## config.mk

```make
export PLATFORM = sky130hd
export DESIGN_NAME = kpn_bcd_formatter_flat
export DESIGN_NICKNAME = d
export VERILOG_FILES = /design/src/rtl/kpn_bcd_formatter_if.sv /design/src/rtl/kpn_bcd_formatter.sv /design/src/flat_wrapper.sv
export SDC_FILE = /design/constraint.sdc
export NUM_CORES = 1
export LEC_CHECK = 0
export CORE_ASPECT_RATIO = 0.8
export CORE_UTILIZATION = 51
export DETAILED_ROUTE_END_ITERATION = 16
export PLACE_DENSITY = 0.73
export SLEW_MARGIN = 20
export SYNTH_ARGS = -nofsm -noshare
export SYNTH_HDL_FRONTEND = slang
export SYNTH_SLANG_ARGS = --single-unit
```

## constraint.sdc

```tcl
create_clock -name clk -period 2.05 [get_ports clk]
set_input_delay 0.615 -clock clk [delete_from_list [all_inputs] [get_ports clk]]
set_output_delay 0.615 -clock clk [all_outputs]
set_load 0.1 [all_outputs]
```

## src/rtl/kpn_bcd_formatter_if.sv

```systemverilog
// rtl/kpn_bcd_formatter_if.sv - FIFO-pop and character-stream signals of the BCD formatter
// slave is the formatter side; master is the FIFO/LCD-writer environment side.
interface kpn_bcd_formatter_if #(
   parameter int DATA_WIDTH = 16
);
   logic                  fifo_empty;
   logic                  rd;
   logic [DATA_WIDTH-1:0] entry_1;
   logic [7:0]            char_out;
   logic                  char_valid;
   logic                  char_ready;
   logic                  token_done;
   logic                  busy;

   modport slave (
      input  fifo_empty, entry_1, char_ready,
      output rd, char_out, char_valid, token_done, busy
   );

   modport master (
      output fifo_empty, entry_1, char_ready,
      input  rd, char_out, char_valid, token_done, busy
   );
endinterface

```

## src/rtl/kpn_bcd_formatter.sv

```systemverilog
// rtl/kpn_bcd_formatter.sv - pops one token, double-dabbles it, streams right-aligned ASCII digits
// The BCD register shifts left by one nibble per accepted character, so the current digit is always the top nibble.
module kpn_bcd_formatter #(
   parameter int DATA_WIDTH    = 16,
   parameter int DIGITS        = 5,
   parameter int BLANK_LEADING = 1
) (
   input logic               clk,
   input logic               rst_n,
   kpn_bcd_formatter_if.slave io
);
   localparam int BCD_W = 4 * DIGITS;
   localparam int CNT_W = $clog2(DATA_WIDTH + 1);
   localparam int DIG_W = $clog2(DIGITS + 1);
   localparam logic [CNT_W-1:0] LAST_ITER = CNT_W'(DATA_WIDTH - 1);
   localparam logic [DIG_W-1:0] DIG_ALL   = DIG_W'(DIGITS);
   localparam logic [DIG_W-1:0] DIG_ONE   = DIG_W'(1);
   localparam logic [DIG_W-1:0] DIG_TWO   = DIG_W'(2);

   typedef enum logic [2:0] {IDLE, READ, LATCH, CONV, EMIT, DONE} state_t;

   state_t                state_q;
   logic [DATA_WIDTH-1:0] shift_q;
   logic [BCD_W-1:0]      bcd_q;
   logic [CNT_W-1:0]      cnt_q;
   logic [DIG_W-1:0]      dig_q;
   logic                  seen_q;
   logic                  rd_q;
   logic                  char_valid_q;
   logic [7:0]            char_out_q;
   logic                  token_done_q;
   logic                  busy_q;

   logic [BCD_W-1:0]      bcd_adj;
   logic [BCD_W-1:0]      conv_bcd_d;
   logic [3:0]            cur_digit;
   logic [3:0]            next_digit;
   logic                  seen_d;

   // seen: a non-zero digit has already gone out, so zeros from here on are numeric
   function automatic logic [7:0] encode(input logic [3:0] d, input logic seen, input logic lsd);
      if (BLANK_LEADING != 0 && d == 4'd0 && !seen && !lsd) return 8'h20;
      return {4'h3, d};
   endfunction

   always_comb begin
      bcd_adj = bcd_q;
      for (int k = 0; k < DIGITS; k++) begin
         if (bcd_q[4*k +: 4] >= 4'd5) bcd_adj[4*k +: 4] = bcd_q[4*k +: 4] + 4'd3;
      end
      conv_bcd_d = BCD_W'({bcd_adj, shift_q[DATA_WIDTH-1]});
      cur_digit  = bcd_q[BCD_W-1 -: 4];
      next_digit = bcd_q[BCD_W-5 -: 4];
      seen_d     = seen_q | (cur_digit != 4'd0);
   end

   always_ff @(posedge clk or negedge rst_n) begin
      if (!rst_n) begin
         state_q      <= IDLE;
         shift_q      <= '0;
         bcd_q        <= '0;
         cnt_q        <= '0;
         dig_q        <= '0;
         seen_q       <= 1'b0;
         rd_q         <= 1'b0;
         char_valid_q <= 1'b0;
         char_out_q   <= 8'h00;
         token_done_q <= 1'b0;
         busy_q       <= 1'b0;
      end else begin
         rd_q         <= 1'b0;
         token_done_q <= 1'b0;
         case (state_q)
            IDLE: begin
               if (!io.fifo_empty) begin
                  state_q <= READ;
                  rd_q    <= 1'b1;
                  busy_q  <= 1'b1;
               end
            end
            READ: state_q <= LATCH;
            LATCH: begin
               shift_q <= io.entry_1;
               bcd_q   <= '0;
               cnt_q   <= '0;
               state_q <= CONV;
            end
            CONV: begin
               shift_q <= shift_q << 1;
               bcd_q   <= conv_bcd_d;
               if (cnt_q == LAST_ITER) begin
                  state_q      <= EMIT;
                  dig_q        <= DIG_ALL;
                  seen_q       <= 1'b0;
                  char_valid_q <= 1'b1;
                  char_out_q   <= encode(conv_bcd_d[BCD_W-1 -: 4], 1'b0, DIGITS == 1);
               end else begin
                  cnt_q <= cnt_q + 1'b1;
               end
            end
            EMIT: begin
               if (io.char_ready) begin
                  if (dig_q == DIG_ONE) begin
                     state_q      <= DONE;
                     char_valid_q <= 1'b0;
                     token_done_q <= 1'b1;
                  end else begin
                     bcd_q      <= bcd_q << 4;
                     dig_q      <= dig_q - 1'b1;
                     seen_q     <= seen_d;
                     char_out_q <= encode(next_digit, seen_d, dig_q == DIG_TWO);
                  end
               end
            end
            DONE: begin
               state_q <= IDLE;
               busy_q  <= 1'b0;
            end
            default: begin
               state_q <= IDLE;
               busy_q  <= 1'b0;
            end
         endcase
      end
   end

   assign io.rd         = rd_q;
   assign io.char_out   = char_out_q;
   assign io.char_valid = char_valid_q;
   assign io.token_done = token_done_q;
   assign io.busy       = busy_q;
endmodule

```

## src/flat_wrapper.sv

```systemverilog
// flat-port wrapper written by rule: the top's interface ports become plain ports
module kpn_bcd_formatter_flat 
#(
   parameter int DATA_WIDTH    = 16,
   parameter int DIGITS        = 5,
   parameter int BLANK_LEADING = 1
)
  (clk, rst_n, io_fifo_empty, io_entry_1, io_char_ready, io_rd, io_char_out, io_char_valid, io_token_done, io_busy);
  kpn_bcd_formatter_if #(.DATA_WIDTH(DATA_WIDTH)) io_i ();
  input logic clk;
  input logic rst_n;
  input wire logic [$bits(io_i.fifo_empty)-1:0] io_fifo_empty;
  input wire logic [$bits(io_i.entry_1)-1:0] io_entry_1;
  input wire logic [$bits(io_i.char_ready)-1:0] io_char_ready;
  output wire logic [$bits(io_i.rd)-1:0] io_rd;
  output wire logic [$bits(io_i.char_out)-1:0] io_char_out;
  output wire logic [$bits(io_i.char_valid)-1:0] io_char_valid;
  output wire logic [$bits(io_i.token_done)-1:0] io_token_done;
  output wire logic [$bits(io_i.busy)-1:0] io_busy;
  assign io_i.fifo_empty = io_fifo_empty;
  assign io_i.entry_1 = io_entry_1;
  assign io_i.char_ready = io_char_ready;
  assign io_rd = io_i.rd;
  assign io_char_out = io_i.char_out;
  assign io_char_valid = io_i.char_valid;
  assign io_token_done = io_i.token_done;
  assign io_busy = io_i.busy;
  kpn_bcd_formatter #(.DATA_WIDTH(DATA_WIDTH), .DIGITS(DIGITS), .BLANK_LEADING(BLANK_LEADING)) u_core (.clk(clk), .rst_n(rst_n), .io(io_i));
endmodule
```

==> results of run 1 <==
[critical path, cell delays in order (launching register included)]
cell and delay [ps]:
dfrtp_1 410, ha_1 230, and3_1 190, ha_1 190
and4b_1 210, a21o_1 230, o21ai_4 130, nor2b_1 190
a21oi_1 50
[flip-flops by register name (all words and copies together), names as in the netlist]
register	count
u_core.io.token_done	1
u_core.dig_q	3
u_core.io.char_valid	1
u_core.io.char_out	6
u_core.io.busy	1
u_core.cnt_q	5
u_core.seen_q	1
u_core.bcd_q	20
u_core.io.rd	1
u_core.shift_q	16
u_core.state_q	3
[layout make-up]
cell class                 count  area, um2  share of cell area
timing repair buffer          40        493               0.127
multi-input combinational    235       1530               0.394
inverter                      18       67.6              0.0174
clock inverter                 6        105              0.0271
clock buffer                  10        128              0.0329
sequential                    58       1450               0.375
tap                           81        101              0.0262
[logic make-up after synthesis]
family / after synthesis / synth area share
compound gates: 97 / 0.186
xor+xnor: 7 / 0.0196
fa+ha+maj: 16 / 0.0640
buf+inv: 36 / 0.0536
flops: 58 / 0.464
mux: 20 / 0.0644
other cells: 1 / 0.00120
simple gates: 93 / 0.148
[per-layer routing]
layer	share of wire	routed length, um	vias to the layer above
met5	0	0	-
met4	0.013	83	0
met3	0.058	377	11
met1	0.47	3040	1204
li1	-	-	1229
met2	0.46	2980	76
[worst max-delay path by stage]
stage / endpoint / cells after the start / slack, ps
after floorplan: u_core.io.char_out[2] / 9 / 100
after global placement: u_core.io.char_out[3] / 8 / 170
after detailed placement: u_core.io.char_out[3] / 8 / 70
after CTS: u_core.io.char_out[3] / 8 / 50
after global routing: u_core.io.char_out[0] / 8 / -7
final: u_core.io.char_out[3] / 8 / 100
[placed cells by master (no fill, tap or decap), types with 3 or more instances in the layout]
master           instances
a21oi_1                 22
a221oi_1                 9
a22oi_1                  3
a32oi_1                  3
buf_12                  12
buf_4                    9
bufinv_16                3
clkbuf_8                 9
clkdlybuf4s50_1         18
clkinv_2                 3
dfrtp_1                 58
ha_1                    16
inv_1                   18
mux2i_1                 19
nand2_1                 41
nand2b_1                10
nor2_1                  15
nor3_1                   8
nor3b_1                  4
o21ai_0                 26
o21ai_1                 18
o22ai_1                  3
xnor2_1                  5
[what timing repair did]
action	CTS	global route
setup buffers	0	1
setup endpoints to repair	0	4
gates resized for setup	0	1
[power groups by stage]
stage	Sequential (W)	Clock [W]	Combinational [W]
floorplan	0.00239	0	0.00192
global placement	0.00209	0	0.00301
detailed placement	0.00211	0	0.00310
CTS	0.00210	0.00127	0.00313
global route	0.00217	0.00133	0.00347
finish	0.00210	0.00125	0.00314
[through the flow]
stage / hold WS, ps / instance area, um2 / setup TNS, ps / instances
global placement: 461 / 3630 / 0 / 431
CTS: 285 / 3860 / 0 / 447
detailed placement: 472 / 3630 / 0 / 431
finish: 271 / 3870 / 0 / 448
floorplan: 319 / 3130 / 0 / 329
global route: 307 / 3870 / -7.82 / 448
==> run_results.csv, run 1 <==
group,metric,value,unit
outcome,outcome,"completed",
power_and_ir_drop,swShare,0.422,
floorplan,fp.dieArea,0.00645,mm2
logic_synthesis,synth.distinct_cells,48,
power_and_ir_drop,powerDensity,1680,mW/mm2
critical_path,cp-start-kind,"flip-flop",
global_routing,grt_max_degree,59,
routing,wire_per_inst,14.4,um
global_routing,grt_pass1_vias,2411,
logic_synthesis,avgSynthCellArea,9.54,um2
logic_synthesis,syn-instance-count,328,
placed_design,pre_cts_slack,70.7,ps
placed_design,gp_congestion,0.848,
floorplan,ios,32,
power_and_ir_drop,comb_power_share,0.484,
sta,max_freq,512,MHz
critical_path,cp-startpoint,"u_core.cnt_q[0]",
clock_network,hold_buffers,0,
routing,drt_iter0_drc,236,
global_routing,grt-busiest-layer,"met2",
power_and_ir_drop,pwr-share-clk,0.193,
clock_network,cts_buffers,9,
sta,finalCriticalPeriod,1950,ps
floorplan,core_area,0.00591,mm2
logic_synthesis,synth-seq-area-share,0.464,
clock_network,cts-root-buf,"clkbuf_8",
routing,dr_total_vias,2520,
global_routing,grt_antenna_before_repair,0,
sta,drv_slew,0,
sta,hold_viol,0,
critical_path,cp.arrival,2170,ps
cells_and_area,num-fill-cells,471,
clock_network,clkTransAtPathRegs,70,ps
logic_synthesis,yosys-top-cells-area,"dfrtp_1, ha_1, mux2i_1",
power_and_ir_drop,intPower,0.00376,W
sta,clock-skew-final,5.97,ps
critical_path,path_max_fanout,9,
global_routing,grt_util_all_layers,0.228,
logic_synthesis,synth_edf_count,0,
logic_synthesis,yosysMostFrequentCell,"dfrtp_1",
power_and_ir_drop,p_switching,0.00274,W
critical_path,cp-end-kind,"flip-flop",
cells_and_area,fin_util,0.655,
flow_run,timing.max_cap.violations,0,
cells_and_area,drive_above_1_share,0.123,
power_and_ir_drop,total_power,0.00650,W
placed_design,io_buffers,29,
global_routing,grt_util_met2,0.353,
global_routing,grtUsageMet3,0.0728,
critical_path,required,2270,ps
clock_network,insertion_delay,340,ps
logic_synthesis,netlist_area,0.00313,mm2
floorplan,chipHeight,72.1,um
global_routing,grt-ovfl-total,0,
critical_path,reg2reg_setup_slack,100,ps
routing,drcViolationCount,0,
placed_design,hpwlAfterDp,4430,um
logic_synthesis,ys_top_cells_by_count,"dfrtp_1, nand2_1, o21ai_0",
logic_synthesis,synth_warnings,0,
cells_and_area,final_net_count,398,
power_and_ir_drop,p_leak,1.81,nW
routing,drt_wl_total,6470,um
sta,min_period_over_period,0.952,
routing,ant_nets,0,
power_and_ir_drop,p_seq_frac,0.323,
logic_synthesis,yosysTopAreaCell,"dfrtp_1",
power_and_ir_drop,vdd_drop_max,0.685,mV
logic_synthesis,dominantRegCellSynth,"dfrtp_1",
critical_path,crit_type,"flip-flop to flip-flop",
cells_and_area,diodes,0,
logic_synthesis,async_reset_ff_frac,1.00,
clock_network,cts.sinks,58,
sta,setup_viol,0,
floorplan,num_rows,25,
floorplan,initial_core_util,0.529,
logic_synthesis,ys_seq_elements,58,
sta,setup_ws,98.6,ps
global_routing,use_met1,0.305,
clock_network,cts_max_path_buffers,2,
critical_path,worstRegToRegCells,8,
cells_and_area,synthToLayoutAreaGrowth,23.8,%
global_routing,grt_pass1_wl,11200,um
routing,firstDrtPassIters,4,
min_path,hp-class,"input pin to async pin",
floorplan,die_x,89.6,um
routing,vias_per_cell,5.63,
clock_network,cts_tree,"yes",
critical_path,r2r_start,"u_core.cnt_q[0]",
critical_path,timing.rr.end,"u_core.io.char_out[3]",
logic_synthesis,synth_top_area_frac,0.464,
clock_network,h-tree-depth,3,
Note: power is estimated with default switching activity, not from simulation.
==> inputs of run 2 (changes only) <==
--- a/config.mk
+++ b/config.mk
@@ -6,8 +6,10 @@
 export NUM_CORES = 1
 export LEC_CHECK = 0
 export CORE_ASPECT_RATIO = 0.8
+export CORE_MARGIN = 4
 export CORE_UTILIZATION = 51
 export DETAILED_ROUTE_END_ITERATION = 16
+export GPL_TIMING_DRIVEN = 0
 export PLACE_DENSITY = 0.73
 export SLEW_MARGIN = 20
 export SYNTH_ARGS = -nofsm -noshare
==> run_results.csv, run 2 (synthesis gave the netlist of run 1 again) <==
group,metric,value,unit
outcome,outcome,"completed",
routing,ant_nets,0,
critical_path,cp.arrival,2140,ps
power_and_ir_drop,vdd_drop_max,0.721,mV
floorplan,num_rows,25,
cells_and_area,num-fill-cells,487,
critical_path,cp-end-kind,"flip-flop",
routing,wire_per_inst,14.8,um
routing,drt_wl_total,6840,um
global_routing,grt-ovfl-total,0,
sta,relSlewSlack,0.568,
cells_and_area,regMostFlops,"u_core.bcd_q",
global_routing,grt_antenna_before_repair,0,
routing,drt_iter0_drc,123,
clock_network,cts_tree,"yes",
cells_and_area,drive_above_1_share,0.155,
clock_network,hold_buffers,0,
floorplan,initial_core_util,0.527,
power_and_ir_drop,p_leak,1.79,nW
critical_path,cp-start-kind,"flip-flop",
global_routing,grt_max_degree,41,
clock_network,cts.sinks,58,
global_routing,grt_pass1_wl,11900,um
clock_network,cts-root-buf,"clkbuf_8",
sta,max_freq,523,MHz
power_and_ir_drop,powerDensity,1600,mW/mm2
cells_and_area,largest_reg_flops,20,
floorplan,chipHeight,78.1,um
placed_design,hpwlAfterDp,4770,um
critical_path,crit_type,"flip-flop to flip-flop",
cells_and_area,multi_input_area,0.00154,mm2
flow_run,timing.max_cap.violations,0,
critical_path,crit_path_cell_trace,"ha_2 > and3_1 > ha_2 > and4b_2 > a21o_4 > o211ai_1 > xor2_1 > nand2_1",
sta,setup_viol,0,
sta,hold_viol,0,
sta,clock-skew-final,6.91,ps
clock_network,cts_max_path_buffers,2,
sta,finalSetupTns,0,ps
clock_network,insertion_delay,340,ps
cells_and_area,final_net_count,412,
cells_and_area,synthToLayoutAreaGrowth,22.0,%
floorplan,die_x,95.6,um
placed_design,pre_cts_slack,-74.5,ps
critical_path,required,2280,ps
critical_path,path_common_cell,"ha_2",
cells_and_area,diodes,0,
routing,drcViolationCount,0,
sta,finalCriticalPeriod,1910,ps
sta,rsz0062_at_grt,"false",
sta,max_slew.worst_pin.slew,648,ps
placed_design,dpl.cell_count,440,
sta,setup_ws,139,ps
critical_path,r2r_start,"u_core.cnt_q[0]",
critical_path,reg2reg_setup_slack,140,ps
sta,hold_ws,140,ps
floorplan,ios,32,
floorplan,fp.dieArea,0.00746,mm2
cells_and_area,layout_commonest_cell,"dfrtp_1",
cells_and_area,seq_area,0.00145,mm2
critical_path,cpMaxStageDelayCell,"dfrtp_1",
routing,firstDrtPassIters,4,
placed_design,gp_congestion,0.804,
routing,dr_total_vias,2556,
cells_and_area,fin_cells,461,
routing,vias_per_cell,5.54,
sta,drv_slew,0,
critical_path,path_max_fanout,9,
critical_path,worstRegToRegCells,8,
clock_network,h-tree-depth,3,
placed_design,io_buffers,29,
min_path,hp-class,"input pin to async pin",
critical_path,critPathMaxStageDelay,390,ps
clock_network,clkTransAtPathRegs,70,ps
global_routing,grt_util_all_layers,0.206,
clock_network,cts_buffers,9,
cells_and_area,final_cell_mix,"dfrtp_1, nand2_1, o21ai_0",
floorplan,core_area,0.00594,mm2
global_routing,grt_pass1_vias,2536,
sta,min_period_over_period,0.932,
critical_path,timing.rr.end,"u_core.dig_q[2]",
run 2: through the flow:
stage	power (W)	instance area [um2]	utilization
3_5_place_dp	0.00505	3540	0.596
3_3_place_gp	0.00495	3520	0.593
5_1_grt	0.00664	3820	0.642
4_1_cts	0.00611	3800	0.639
2_1_floorplan	0.00431	3130	-
6_report	0.00610	3820	0.642
run 2: timing repair:
| action | 4_1_cts | 5_1_grt |
|---|---|---|
| gates resized for setup | 32 | 4 |
| buffers inserted | 6 | 1 |
| endpoints found under the setup margin | 15 | 9 |
| pin swaps | 1 | 0 |
run 2: routing by layer:
| layer | global-route usage | vias to the layer above | routed length [um] |
|---|---|---|---|
| met1 | 0.276 | 1241 | 3310 |
| met5 | 0 | - | 0 |
| met2 | 0.316 | 50 | 3090 |
| li1 | - | 1256 | - |
| met4 | 0.0554 | 0 | 89 |
| met3 | 0.0718 | 9 | 350 |
run 2: worst max path at each step:
stage                    start               endpoint  slack [ps]  depth (start not counted)
2_1_floorplan  u_core.cnt_q[0]  u_core.io.char_out[2]         100                          9
3_3_place_gp             rst_n        u_core.bcd_q[8]       -1470                          1
3_5_place_dp   u_core.cnt_q[0]  u_core.io.char_out[3]         -70                          9
4_1_cts        u_core.cnt_q[0]        u_core.dig_q[2]           7                          9
5_1_grt        u_core.cnt_q[0]        u_core.dig_q[1]          50                          9
6_report       u_core.cnt_q[0]        u_core.dig_q[2]         140                          8
run 2: critical path: cells and delay by family, from the launching register on:
| kind | cells | cell delay, ps |
|---|---|---|
| DFF | 1 | 390 |
| xor gates and xnor gates | 1 | 180 |
| adders and majority gates | 2 | 420 |
| and+or+nand+nor | 3 | 490 |
| AOI/OAI and AO/OA | 2 | 320 |
run 2: final cells by class:
| cell class | count | area share |
|---|---|---|
| Multi-Input combinational cell | 235 | 0.402 |
| Sequential cell | 58 | 0.380 |
| Inverter | 18 | 0.0177 |
| Clock buffer | 13 | 0.0469 |
| Timing Repair Buffer | 37 | 0.0987 |
| Buffer | 17 | 0.0249 |
| Clock inverter | 2 | 0.00262 |
| Tap cell | 81 | 0.0266 |
run 2: report_power, final:
part	switching [W]	internal [W]
Sequential	0.000385	0.00163
Combinational	0.00190	0.00119
Clock	0.000433	0.000559
